[src/rtl/sync_fifo_flagged_pkg.sv]
// Shared types and helpers for the flagged synchronous FIFO.
// Optional parity storage is enabled by defining SYNC_FIFO_PARITY_EN.
package sync_fifo_pkg;

    // Which sides of the FIFO accept a transfer this cycle: {write, read}
    typedef enum logic [1:0] {
        IDLE  = 2'b00,
        READ  = 2'b01,
        WRITE = 2'b10,
        BOTH  = 2'b11
    } access_mode_t;

    // Widest word the parity helper accepts; narrower words are zero-extended
    localparam int PARITY_MAX_W = 1024;

    function automatic int addr_bits(input int depth);
        return $clog2(depth);
    endfunction

    // Even parity: the returned bit makes the total number of ones even
    function automatic logic even_parity(input logic [PARITY_MAX_W-1:0] d);
        return ^d;
    endfunction

endpackage

[src/rtl/sync_fifo_flagged_if.sv]
// Request/status bundle between a FIFO user (master) and the FIFO (slave).
// parity_err_o exists only when SYNC_FIFO_PARITY_EN is defined.
interface sync_fifo_flagged_if #(
    parameter int DATA_WIDTH = 32,
    parameter int FIFO_DEPTH = 32
);
    localparam int CW = $clog2(FIFO_DEPTH) + 1;

    logic                  flush_i;
    logic                  write_i;
    logic [DATA_WIDTH-1:0] wr_data_i;
    logic                  read_i;
    logic                  clear_err_i;
    logic [DATA_WIDTH-1:0] rd_data_o;
    logic                  rd_valid_o;
    logic                  full_o;
    logic                  empty_o;
    logic                  almost_full_o;
    logic                  almost_empty_o;
    logic [CW-1:0]         count_o;
    logic                  overflow_o;
    logic                  underflow_o;
`ifdef SYNC_FIFO_PARITY_EN
    logic                  parity_err_o;
`endif

    modport master (
        output flush_i, write_i, wr_data_i, read_i, clear_err_i,
        input  rd_data_o, rd_valid_o, full_o, empty_o, almost_full_o,
               almost_empty_o, count_o, overflow_o, underflow_o
`ifdef SYNC_FIFO_PARITY_EN
        , input parity_err_o
`endif
    );

    modport slave (
        input  flush_i, write_i, wr_data_i, read_i, clear_err_i,
        output rd_data_o, rd_valid_o, full_o, empty_o, almost_full_o,
               almost_empty_o, count_o, overflow_o, underflow_o
`ifdef SYNC_FIFO_PARITY_EN
        , output parity_err_o
`endif
    );

endinterface

[src/rtl/sync_fifo_flagged_mem.sv]
// Storage array for the flagged FIFO: one write port, one read port that is
// combinational (FWFT) or registered. The array itself is never reset.
module sync_fifo_mem
    import sync_fifo_pkg::*;
#(
    parameter int DATA_WIDTH = 32,
    parameter int FIFO_DEPTH = 32,
    parameter int FWFT       = 1
) (
    input  logic                                clk_i,
    input  logic                                rst_n_i,
    input  logic                                we_i,
    input  logic [addr_bits(FIFO_DEPTH)-1:0]    waddr_i,
    input  logic [DATA_WIDTH-1:0]               wdata_i,
    input  logic                                re_i,
    input  logic [addr_bits(FIFO_DEPTH)-1:0]    raddr_i,
    output logic [DATA_WIDTH-1:0]               rdata_o
);

    logic [DATA_WIDTH-1:0] mem_q [FIFO_DEPTH];

    // Write port
    always_ff @(posedge clk_i) begin
        if (we_i) begin
            mem_q[waddr_i] <= wdata_i;
        end
    end

    if (FWFT != 0) begin : g_comb_rd
        // Head word is visible without a read strobe; strobe and reset have no role here
        logic unused_rd_ctl;
        assign unused_rd_ctl = re_i & rst_n_i;
        assign rdata_o = mem_q[raddr_i];
    end else begin : g_reg_rd
        logic [DATA_WIDTH-1:0] rdata_q;

        // Registered read: capture the addressed word on an accepted read, else hold
        always_ff @(posedge clk_i or negedge rst_n_i) begin
            if (!rst_n_i) begin
                rdata_q <= '0;
            end else if (re_i) begin
                rdata_q <= mem_q[raddr_i];
            end
        end

        assign rdata_o = rdata_q;
    end

endmodule

[src/rtl/sync_fifo_flagged.sv]
// Flagged synchronous FIFO: pointers with wrap bit, occupancy counter,
// registered full/empty/almost flags, sticky overflow/underflow, flush.
// Define SYNC_FIFO_PARITY_EN to store and check an even-parity bit per word.
module sync_fifo_flagged
    import sync_fifo_pkg::*;
#(
    parameter int DATA_WIDTH = 32,
    parameter int FIFO_DEPTH = 32,
    parameter int FWFT       = 1,
    parameter int AF_THRESH  = FIFO_DEPTH - 2,
    parameter int AE_THRESH  = 2
) (
    input  logic               clk_i,
    input  logic               rst_n_i,
    sync_fifo_flagged_if.slave bus
);

    localparam int AW = addr_bits(FIFO_DEPTH);
    localparam int CW = AW + 1;
`ifdef SYNC_FIFO_PARITY_EN
    localparam int MW = DATA_WIDTH + 1;
`else
    localparam int MW = DATA_WIDTH;
`endif
    localparam logic [CW-1:0] AF_C = CW'(AF_THRESH);
    localparam logic [CW-1:0] AE_C = CW'(AE_THRESH);

    logic [AW:0]   wr_ptr_q, wr_ptr_d, rd_ptr_q, rd_ptr_d;
    logic [CW-1:0] count_q, count_d;
    logic          full_q, full_d, empty_q, empty_d;
    logic          afull_q, afull_d, aempty_q, aempty_d;
    logic          ovf_q, ovf_d, udf_q, udf_d;
    logic          rd_en, wr_en;
    access_mode_t  mode;
    logic [MW-1:0] mem_wdata, mem_rdata;

    // Flush blocks both sides so the storage is not touched that cycle
    assign rd_en = bus.read_i & ~empty_q & ~bus.flush_i;
    assign wr_en = bus.write_i & (~full_q | rd_en) & ~bus.flush_i;

    // Next pointers, occupancy, flags and sticky errors
    always_comb begin
        wr_ptr_d = wr_ptr_q;
        rd_ptr_d = rd_ptr_q;
        count_d  = count_q;
        mode     = access_mode_t'({wr_en, rd_en});

        if (bus.flush_i) begin
            wr_ptr_d = '0;
            rd_ptr_d = '0;
            count_d  = '0;
        end else begin
            case (mode)
                WRITE: begin
                    wr_ptr_d = wr_ptr_q + 1'b1;
                    count_d  = count_q + 1'b1;
                end
                READ: begin
                    rd_ptr_d = rd_ptr_q + 1'b1;
                    count_d  = count_q - 1'b1;
                end
                BOTH: begin
                    wr_ptr_d = wr_ptr_q + 1'b1;
                    rd_ptr_d = rd_ptr_q + 1'b1;
                end
                default: ;
            endcase
        end

        full_d   = (wr_ptr_d[AW-1:0] == rd_ptr_d[AW-1:0]) && (wr_ptr_d[AW] != rd_ptr_d[AW]);
        empty_d  = (wr_ptr_d == rd_ptr_d);
        afull_d  = (count_d >= AF_C);
        aempty_d = (count_d <= AE_C);

        ovf_d = ovf_q;
        udf_d = udf_q;
        if (bus.clear_err_i) begin
            ovf_d = 1'b0;
            udf_d = 1'b0;
        end else if (!bus.flush_i) begin
            if (bus.write_i && !wr_en) ovf_d = 1'b1;
            if (bus.read_i && empty_q) udf_d = 1'b1;
        end
    end

    // State register
    always_ff @(posedge clk_i or negedge rst_n_i) begin
        if (!rst_n_i) begin
            wr_ptr_q <= '0;
            rd_ptr_q <= '0;
            count_q  <= '0;
            full_q   <= 1'b0;
            empty_q  <= 1'b1;
            afull_q  <= 1'b0;
            aempty_q <= 1'b1;
            ovf_q    <= 1'b0;
            udf_q    <= 1'b0;
        end else begin
            wr_ptr_q <= wr_ptr_d;
            rd_ptr_q <= rd_ptr_d;
            count_q  <= count_d;
            full_q   <= full_d;
            empty_q  <= empty_d;
            afull_q  <= afull_d;
            aempty_q <= aempty_d;
            ovf_q    <= ovf_d;
            udf_q    <= udf_d;
        end
    end

`ifdef SYNC_FIFO_PARITY_EN
    assign mem_wdata = {even_parity(PARITY_MAX_W'(bus.wr_data_i)), bus.wr_data_i};
`else
    assign mem_wdata = bus.wr_data_i;
`endif

    sync_fifo_mem #(
        .DATA_WIDTH (MW),
        .FIFO_DEPTH (FIFO_DEPTH),
        .FWFT       (FWFT)
    ) u_mem (
        .clk_i   (clk_i),
        .rst_n_i (rst_n_i),
        .we_i    (wr_en),
        .waddr_i (wr_ptr_q[AW-1:0]),
        .wdata_i (mem_wdata),
        .re_i    (rd_en),
        .raddr_i (rd_ptr_q[AW-1:0]),
        .rdata_o (mem_rdata)
    );

    // Word on the output is valid: FWFT when a read is accepted, registered mode the cycle after
    logic rd_chk;

    if (FWFT != 0) begin : g_fwft_valid
        assign bus.rd_valid_o = ~empty_q;
        assign rd_chk         = rd_en;
    end else begin : g_reg_valid
        logic rd_valid_q;

        // One-cycle pulse accompanying the registered read data
        always_ff @(posedge clk_i or negedge rst_n_i) begin
            if (!rst_n_i) begin
                rd_valid_q <= 1'b0;
            end else begin
                rd_valid_q <= rd_en;
            end
        end

        assign bus.rd_valid_o = rd_valid_q;
        assign rd_chk         = rd_valid_q;
    end

`ifdef SYNC_FIFO_PARITY_EN
    logic perr_q, perr_d;

    // Sticky parity error, checked on the word leaving the FIFO
    always_comb begin
        perr_d = perr_q;
        if (bus.clear_err_i) begin
            perr_d = 1'b0;
        end else if (rd_chk && (even_parity(PARITY_MAX_W'(mem_rdata[DATA_WIDTH-1:0])) != mem_rdata[DATA_WIDTH])) begin
            perr_d = 1'b1;
        end
    end

    // Parity error register
    always_ff @(posedge clk_i or negedge rst_n_i) begin
        if (!rst_n_i) begin
            perr_q <= 1'b0;
        end else begin
            perr_q <= perr_d;
        end
    end

    assign bus.parity_err_o = perr_q;
`else
    logic unused_rd_chk;
    assign unused_rd_chk = rd_chk;
`endif

    assign bus.rd_data_o      = mem_rdata[DATA_WIDTH-1:0];
    assign bus.full_o         = full_q;
    assign bus.empty_o        = empty_q;
    assign bus.almost_full_o  = afull_q;
    assign bus.almost_empty_o = aempty_q;
    assign bus.count_o        = count_q;
    assign bus.overflow_o     = ovf_q;
    assign bus.underflow_o    = udf_q;

endmodule

[src/flat_wrapper.sv]
// flat-port wrapper written by rule: the top's interface ports become plain ports
module sync_fifo_flagged_flat import sync_fifo_pkg::*;
#(
    parameter int DATA_WIDTH = 32,
    parameter int FIFO_DEPTH = 32,
    parameter int FWFT       = 1,
    parameter int AF_THRESH  = FIFO_DEPTH - 2,
    parameter int AE_THRESH  = 2
)
  (clk_i, rst_n_i, bus_flush_i, bus_write_i, bus_wr_data_i, bus_read_i, bus_clear_err_i, bus_rd_data_o, bus_rd_valid_o, bus_full_o, bus_empty_o, bus_almost_full_o, bus_almost_empty_o, bus_count_o, bus_overflow_o, bus_underflow_o);
  sync_fifo_flagged_if #(.DATA_WIDTH(DATA_WIDTH), .FIFO_DEPTH(FIFO_DEPTH)) bus_i ();
  input  logic clk_i;
  input  logic rst_n_i;
  input wire logic [$bits(bus_i.flush_i)-1:0] bus_flush_i;
  input wire logic [$bits(bus_i.write_i)-1:0] bus_write_i;
  input wire logic [$bits(bus_i.wr_data_i)-1:0] bus_wr_data_i;
  input wire logic [$bits(bus_i.read_i)-1:0] bus_read_i;
  input wire logic [$bits(bus_i.clear_err_i)-1:0] bus_clear_err_i;
  output wire logic [$bits(bus_i.rd_data_o)-1:0] bus_rd_data_o;
  output wire logic [$bits(bus_i.rd_valid_o)-1:0] bus_rd_valid_o;
  output wire logic [$bits(bus_i.full_o)-1:0] bus_full_o;
  output wire logic [$bits(bus_i.empty_o)-1:0] bus_empty_o;
  output wire logic [$bits(bus_i.almost_full_o)-1:0] bus_almost_full_o;
  output wire logic [$bits(bus_i.almost_empty_o)-1:0] bus_almost_empty_o;
  output wire logic [$bits(bus_i.count_o)-1:0] bus_count_o;
  output wire logic [$bits(bus_i.overflow_o)-1:0] bus_overflow_o;
  output wire logic [$bits(bus_i.underflow_o)-1:0] bus_underflow_o;
  assign bus_i.flush_i = bus_flush_i;
  assign bus_i.write_i = bus_write_i;
  assign bus_i.wr_data_i = bus_wr_data_i;
  assign bus_i.read_i = bus_read_i;
  assign bus_i.clear_err_i = bus_clear_err_i;
  assign bus_rd_data_o = bus_i.rd_data_o;
  assign bus_rd_valid_o = bus_i.rd_valid_o;
  assign bus_full_o = bus_i.full_o;
  assign bus_empty_o = bus_i.empty_o;
  assign bus_almost_full_o = bus_i.almost_full_o;
  assign bus_almost_empty_o = bus_i.almost_empty_o;
  assign bus_count_o = bus_i.count_o;
  assign bus_overflow_o = bus_i.overflow_o;
  assign bus_underflow_o = bus_i.underflow_o;
  sync_fifo_flagged #(.DATA_WIDTH(DATA_WIDTH), .FIFO_DEPTH(FIFO_DEPTH), .FWFT(FWFT), .AF_THRESH(AF_THRESH), .AE_THRESH(AE_THRESH)) u_core (.clk_i(clk_i), .rst_n_i(rst_n_i), .bus(bus_i));
endmodule
[config.mk]
export PLATFORM = sky130hd
export DESIGN_NAME = sync_fifo_flagged_flat
export DESIGN_NICKNAME = d
export VERILOG_FILES = /design/src/rtl/sync_fifo_flagged_pkg.sv /design/src/rtl/sync_fifo_flagged_if.sv /design/src/rtl/sync_fifo_flagged_mem.sv /design/src/rtl/sync_fifo_flagged.sv /design/src/flat_wrapper.sv
export SDC_FILE = /design/constraint.sdc
export NUM_CORES = 1
export LEC_CHECK = 0
export BUFFER_PORTS_ARGS = -buffer_cell sky130_fd_sc_hd__buf_4
export CAP_MARGIN = 20
export CORE_MARGIN = 1.5
export CORE_UTILIZATION = 45
export DETAILED_ROUTE_END_ITERATION = 10
export MAX_ROUTING_LAYER = met4
export SYNTH_ARGS = -nofsm -noshare
export SYNTH_HDL_FRONTEND = slang
export SYNTH_SLANG_ARGS = --single-unit
[constraint.sdc]
create_clock -name clk_i -period 3.4 [get_ports clk_i]
set_input_delay 0.85 -clock clk_i [delete_from_list [all_inputs] [get_ports clk_i]]
set_output_delay 0.85 -clock clk_i [all_outputs]
set_load 0.01 [all_outputs]
==> flow_summary_export.csv, run 1 <==
group,metric,value,unit
yosys,asyncSetResetFlopFracSynth,2.290,%
run_status,violations,"DRC, setup timing",
detailed_routing,postRouteAntennaNets,0,
critical_path,cp_data_arrival_time,3080,ps
critical_path,cpPeakStageDelay,490,ps
grt,first_pass_grt_wire_length,140700,um
critical_path,setup.worst_path.class,"reg -> out",
critical_path,critical_path_peak_fanout,11,
die,die_h,302.2,um
pwr,proportion_of_total_power_due_to_net_switching,21.46,%
critical_path,critical_path.cell_chain,"buf_12, buf_16, buf_4, mux4_2, mux4_2, mux2_4, buf_4",
sta,setup_slack,-526.3,ps
detailed_routing,via_count,18989,
pwr,internal_power,22510,uW
die,design.portCount,83,
detailed_routing,detail_route.first_pass.iterations,10,
sta,unrepaired_setup_endpoints_after_global_routing,"yes",
cts,tritoncts_clock_tree,"yes",
critical_path,r2r_setup_slack,600,ps
final_layout,numnets_final,1981,
yosys,synth_enable_flop_cells,1024,
yosys,ys.flop_type,"edfxtp_1",
placed_design,detailedPlace.worstSlack,88.90,ps
final_layout,layout-area-overhead-vs-synth,20.66,%
cts,numCtsBuffers,105,
yosys,synth.cell_area,40290,um^2
detailed_routing,wl_per_cell,31.58,um
sta,finalHoldViolCount,0,
cts,cts.clk_slew.worst_paths,60,ps
pwr,combinational_share_of_power,10.9,%
yosys,synth.yosys.seq_area_share,77.82,%
yosys,synth-seq-cells,1048,
grt,grt_max_degree,46,
placed_design,dp_wirelength,54780,um
pwr,power.density_cell_area,589.6,nW/um^2
critical_path,r2r.worst_path.cells,10,
sta,drv_slew,0,
critical_path,startpoint,"u_core.rd_ptr_q[0]",
sta,tightest_slew,702.8,ps
sta,max_slew_margin_vs_limit,53.03,%
sta,timing.final.setup_violations,32,
grt,globalRouteOverflowTotal,0,
sta,timing.final.crit_share,115.5,%
yosys,mean_instance_size_in_the_synthesized_netlist,24.46,um^2
final_layout,drive_gt1_share,40.14,%
placed_design,gpl.final_weighted_congestion,0.7567,
yosys,synth_cell_types,44,
critical_path,timing.critical_path.to_type,"primary output",
final_layout,final.fill_count,6457,
cts,clock_path_buffers,3,
die,floorplan.die_area,91340,um^2
cts,cts.hold.buffers_added,0,
grt,first_global_vias,19632,
critical_path,cpMaxStageDelayCell,"mux4_2",
detailed_routing,remaining_drc_errors,6,
die,core_area,88510,um^2
sta,worst_hold_slack,85.38,ps
cts,clk_root_buffer_cell,"clkbuf_16",
pwr,power.net_switching,6152,uW
run_status,run_status,"finished, violations left",
sta,finalWorstPathRequiredPeriod,3926,ps
job,drv_cap,0,
pwr,p_leak,0.01515,uW
detailed_routing,finalWirelength,100600,um
critical_path,crit_path_launch_type,"register",
cts,cts_max_level,3,
die,die_width,302.2,um
cts,insertion_delay,680,ps
grt,grt_antenna_before_repair,5,
hold_path,holdCritPathClass,"in -> async",
detailed_routing,drt-initial-drc-count,1848,
die,start_util,45.52,%
yosys,postSynthNetCount,1695,
grt,grt_util_all_layers,22.67,%
pwr,clockPowerShare,39.3,%
yosys,synth-warning-count,0,
critical_path,r2r_start,"u_core.bus.empty_o",
die,floorplan.rows,109,
critical_path,critical_path_required,2550,ps
sta,skew,31.59,ps
sta,fmax,254.7,MHz
placed_design,placement.io_buffers,82,
cts,cts.sink_count,1048,
pwr,seqPwrFrac,49.8,%
critical_path,rr_endpoint,"u_core.bus.almost_empty_o",
yosys,netlist_instances,1647,
detailed_routing,detail_route.vias_per_cell,5.962,
pwr,power.ir.vdd_worst,0.5057,mV
-- worst max path at each step --
stage / end / cells past startpoint
floorplan: u_core.u_mem.mem_q[28][0] / 5
global placement: bus_rd_data_o[21] / 6
detailed placement: bus_rd_data_o[22] / 6
CTS: bus_rd_data_o[13] / 7
global route: bus_rd_data_o[19] / 7
finish: bus_rd_data_o[19] / 7
-- per-stage QoR --
| step | util [%] | power, uW | area, um^2 | std cells | setup TNS (ps) |
|---|---|---|---|---|---|
| after global routing | 54.92 | 29530 | 48610 | 3185 | -17650 |
| after floorplan | - | 16130 | 40290 | 1647 | -204070 |
| after detailed placement | 49.60 | 17040 | 43900 | 2930 | 0 |
| final | 54.92 | 28660 | 48610 | 3185 | -15460 |
| after global placement | 49.60 | 17000 | 43900 | 2930 | 0 |
| after CTS | 54.11 | 28520 | 47890 | 3154 | -16400 |
-- timing repair --
action                                  4_1_cts  5_1_grt
cloned                                        5       18
gates resized for setup                      50       49
endpoints found under the setup margin       32       32
pin swaps                                     0        0
buffers inserted                             27       11
-- layer usage --
layer | up-vias | global-route usage (%) | share of wire, %
li1 | 7695 | - | -
met1 | 10499 | 30.28 | 42
met2 | 651 | 37.14 | 51
met3 | 144 | 3.390 | 5.6
met4 | 0 | 5.190 | 2.0
met5 | - | - | 0
-- area by class of cell --
cell class              instances  area (um^2)  share of cell area, %
flip-flops and latches       1048        31370                  64.53
multi-input cells             504         8864                  18.23
repair buffers                266         3520                  7.240
clock buffers                 126         2706                  5.567
well taps                    1165         1458                  2.998
clock inverters                66        661.9                  1.362
inverters                       8        30.03                0.06177
diodes                          2        5.005                0.01030
-- Yosys cell counts (2+ instances only) --
library cell,number,area [um^2]
or2_2,2,12.51
clkbuf_1,44,165.2
buf_6,4,45.04
nor4_1,2,12.51
ha_1,10,125.1
nor4b_1,3,26.28
nor2_1,50,187.7
mux4_2,320,7207
inv_1,8,30.03
buf_2,26,130.1
xor2_1,9,78.83
dfrtp_1,22,550.5
edfxtp_1,1024,30750
a21oi_1,9,45.04
xnor2_1,8,70.07
o2111ai_1,2,17.52
a21o_1,2,15.01
mux2_2,32,360.4
o21ai_0,6,30.03
mux2i_1,3,30.03
nor3_1,3,15.01
nand3b_1,4,30.03
buf_4,2,15.01
dfstp_2,2,52.55
nor2b_1,2,12.51
a31oi_1,3,18.77
nand3_1,5,25.02
or3b_2,3,26.28
or3_1,4,25.02
buf_1,11,41.29
nand2_1,9,33.78
-- power groups by stage --
stage          Combinational [uW]  Sequential, uW  Clock (uW)
3_5_place_dp                 2480           14600           0
3_3_place_gp                 2450           14600           0
2_1_floorplan                1590           14500           0
5_1_grt                      3310           14300       11900
6_report                     3130           14300       11300
4_1_cts                      2790           14300       11500
-- registers in the layout, summed over array words and instances (netlist names) --
name / count
u_core.bus.count_o: 6
u_core.wr_ptr_q: 6
u_core.bus.underflow_o: 1
u_core.bus.almost_full_o: 1
u_core.bus.overflow_o: 1
u_core.u_mem.mem_q: 1024
u_core.bus.almost_empty_o: 1
u_core.bus.empty_o: 1
u_core.bus.full_o: 1
u_core.rd_ptr_q: 6
-- logic make-up after synthesis --
kind of cell | after synthesis | share of synthesized area (%)
AOI/OAI and AO/OA | 31 | 0.5031
xor gates and xnor gates | 17 | 0.3696
adders and majority gates | 10 | 0.3105
buffers and inverters | 95 | 1.059
DFF | 1048 | 77.82
muxes | 355 | 18.86
and+or+nand+nor | 91 | 1.084
-- cells in the final DEF (no fill, tap or decap), types with 10 or more instances in the layout --
| cell type | count |
|---|---|
| clkinv_2 | 20 |
| buf_6 | 41 |
| buf_4 | 131 |
| clkinv_1 | 24 |
| nor2_1 | 18 |
| bufinv_16 | 10 |
| nor2_4 | 32 |
| clkbuf_1 | 21 |
| buf_16 | 16 |
| mux4_2 | 320 |
| dfrtp_1 | 17 |
| mux2_4 | 30 |
| clkbuf_16 | 121 |
| ha_1 | 10 |
| edfxtp_1 | 1024 |
| buf_12 | 57 |
-- critical path, delay by kind of cell (launching register included) --
kind	cells	cell delay, ps
flops	1	470
buf+inv	4	640
mux	3	1310
No activity file was read; power rests on OpenSTA's default activity.
==> inputs of run 2 (changes only) <==
--- a/config.mk
+++ b/config.mk
@@ -11,6 +11,7 @@
 export CORE_UTILIZATION = 45
 export DETAILED_ROUTE_END_ITERATION = 10
 export MAX_ROUTING_LAYER = met4
+export REMOVE_ABC_BUFFERS = 1
 export SYNTH_ARGS = -nofsm -noshare
 export SYNTH_HDL_FRONTEND = slang
 export SYNTH_SLANG_ARGS = --single-unit
==> run 2 against run 1 <==
  * The run still ends with DRC, setup timing left
  * Critical path depth fell by 1
  * Global-route usage fell by 0.050 points
  * Largest cell class unchanged
  * Power rose by 2.5%
  * Worst hold slack improved by 16 ps
==> flow_summary_export.csv, run 2 (synthesis results as in run 1) <==
group,metric,value,unit
run_status,run_status,"finished, violations left",
run_status,violations,"DRC, setup timing",
detailed_routing,detail_route.first_pass.iterations,10,
pwr,internal_power,23230,uW
final_layout,most_common_cell_after_layout_fill_and_taps_aside,"edfxtp_1",
detailed_routing,finalWirelength,99340,um
grt,first_global_vias,19388,
final_layout,layout.cells.most_common_list,"1,024 x edfxtp_1, 320 x mux4_2, 135 x buf_4, 122 x clkbuf_16, 53 x buf_12",
pwr,power.density_cell_area,605.3,nW/um^2
grt,first_pass_grt_wire_length,140100,um
die,die_width,302.2,um
die,floorplan.die_area,91340,um^2
critical_path,crit_path_launch_type,"register",
sta,skew,22.64,ps
placed_design,placement.io_buffers,82,
pwr,power.ir.vdd_worst,0.4341,mV
die,design.portCount,83,
critical_path,path_delay_family,"multiplexers",
critical_path,critPathMostFrequentCell,"mux4_2",
sta,finalWorstPathRequiredPeriod,3963,ps
critical_path,rr_endpoint,"u_core.bus.almost_empty_o",
pwr,p_leak,0.01513,uW
critical_path,instance_count_on_the_critical_path,6,
critical_path,timing.critical_path.to_type,"primary output",
sta,fmax,252.3,MHz
critical_path,r2r_setup_slack,350,ps
pwr,combinational_share_of_power,10.3,%
sta,unrepaired_setup_endpoints_after_global_routing,"yes",
detailed_routing,detail_route.vias_per_cell,5.986,
critical_path,worstSetupEndpoint,"bus_rd_data_o[3]",
job,drv_cap,0,
pwr,power.net_switching,6164,uW
pwr,clockPowerShare,41.1,%
sta,worst_hold_slack,101.4,ps
die,floorplan.rows,109,
sta,finalHoldViolCount,0,
final_layout,registers.top_by_ff_count,"u_core.u_mem.mem_q",
placed_design,gpl.final_weighted_congestion,0.7711,
placed_design,dp_wirelength,52030,um
sta,timing.final.setup_violations,32,
detailed_routing,wl_per_cell,31.29,um
cts,clock_path_buffers,3,
sta,max_slew_margin_vs_limit,51.21,%
detailed_routing,postRouteAntennaNets,0,
die,die_h,302.2,um
sta,drv_slew,0,
sta,setup-tns-final,-15890,ps
cts,numCtsBuffers,107,
grt,grt_antenna_before_repair,2,
cts,tritoncts_clock_tree,"yes",
critical_path,critical_path_peak_fanout,18,
cts,insertion_delay,670,ps
critical_path,cpMaxStageDelayCell,"mux4_2",
detailed_routing,remaining_drc_errors,3,
critical_path,startpoint,"u_core.rd_ptr_q[0]",
critical_path,critical_path_required,2550,ps
critical_path,cp_data_arrival_time,3110,ps
hold_path,holdCritPathClass,"in -> async",
grt,grt_util_all_layers,22.62,%
critical_path,r2r.worst_path.cells,12,
die,start_util,45.52,%
cts,cts.clk_slew.worst_paths,60,ps
final_layout,layout-area-overhead-vs-synth,20.52,%
cts,cts.sink_count,1048,
sta,timing.final.crit_share,116.6,%
cts,cts_max_level,3,
die,core_area,88510,um^2
pwr,seqPwrFrac,48.6,%
final_layout,numnets_final,1966,
sta,setup_slack,-563.2,ps
sta,tightest_slew,731.9,ps
final_layout,final.fill_count,6471,
grt,globalRouteOverflowTotal,0,
cts,clk_root_buffer_cell,"clkbuf_16",
placed_design,dp.cells,2930,
pwr,proportion_of_total_power_due_to_net_switching,20.97,%
critical_path,cp_num_buf_inv,3,
detailed_routing,via_count,19005,
final_layout,largest_register_ffs,1024,
critical_path,cpPeakStageDelay,570,ps
final_layout,drive_gt1_share,39.99,%
final_layout,final_cells,3175,
final_layout,final_core_utilization,54.86,%
critical_path,critical_path.cell_chain,"buf_12, buf_16, mux4_2, mux4_2, mux2_2, buf_4",
detailed_routing,drt-initial-drc-count,2257,
grt,grt_max_degree,38,
critical_path,r2r_start,"u_core.bus.empty_o",
critical_path,setup.worst_path.class,"reg -> out",
## run 2: changes by cell type in the layout (fill, tap and decap cells not counted), sizes merged
cell / delta
clkbuf: -6
buf: -13
inv: +3
bufbuf: -1
clkinvlp: -1
bufinv: +8
## run 2: worst min path at each step
| stage | startpoint | endpoint | cells past startpoint |
|---|---|---|---|
| detailed placement | u_core.bus.underflow_o | u_core.bus.underflow_o | 2 |
| global route | rst_n_i | u_core.rd_ptr_q[0] | 1 |
| CTS | rst_n_i | u_core.rd_ptr_q[0] | 1 |
| finish | rst_n_i | u_core.bus.overflow_o | 1 |
| global placement | u_core.bus.underflow_o | u_core.bus.underflow_o | 2 |
| floorplan | u_core.wr_ptr_q[5] | u_core.wr_ptr_q[5] | 2 |
## run 2: repair_timing
item                                    in CTS  in global routing
hold buffers                                 0                  0
resized for setup                           59                 18
endpoints found under the setup margin      32                 32
cloned                                       8                 13
buffers inserted                            17                  8
## run 2: power groups by stage
stage	Combinational [uW]	Sequential (uW)	Clock, uW
floorplan	1720	14800	0
global placement	2470	14600	0
detailed placement	2510	14600	0
CTS	2870	14300	12300
global route	3210	14300	12800
finish	3020	14300	12100
## run 2: per-stage QoR
stage | setup slack (ps) | cell area (um^2) | power [uW]
after CTS | -571.8 | 48140 | 29430
after detailed placement | 39.51 | 43870 | 17070
final | -563.2 | 48560 | 29390
after floorplan | -8622 | 39890 | 16560
after global placement | 39.46 | 43870 | 17030
after global routing | -595.9 | 48560 | 30280
## run 2: worst reg2reg max path, stage by stage (launching register included)
cell and delay [ps]:
dfstp_2 570, nand2b_1 130, a21boi_1 90, inv_1 90, ha_1 250, buf_4 150, nor4b_1 340, a221oi_1 110
a2111oi_1 460, xnor2_1 170, nor2_1 90, nor4b_1 360, buf_4 180
## run 2: area by class of cell
class / instances / area (um^2) / share of cell area, %
Sequential cell: 1048 / 31370 / 64.60
Clock buffer: 123 / 2780 / 5.726
Timing Repair Buffer: 249 / 3204 / 6.599
Inverter: 8 / 30.03 / 0.06184
Antenna cell: 2 / 5.005 / 0.01031
Clock inverter: 76 / 862.1 / 1.775
Tap cell: 1165 / 1458 / 3.002
Multi-Input combinational cell: 504 / 8848 / 18.22
## run 2: layer usage
| metal | part of all wire, % | GRT usage [%] | vias to the layer above | wire length (um) |
|---|---|---|---|---|
| met4 | 2.1 | 6.131 | 0 | 2130 |
| met1 | 42 | 31.61 | 10425 | 41860 |
| met2 | 49 | 34.72 | 764 | 48370 |
| met5 | 0 | - | - | 0 |
| met3 | 7.0 | 3.907 | 128 | 6977 |
| li1 | - | - | 7688 | - |
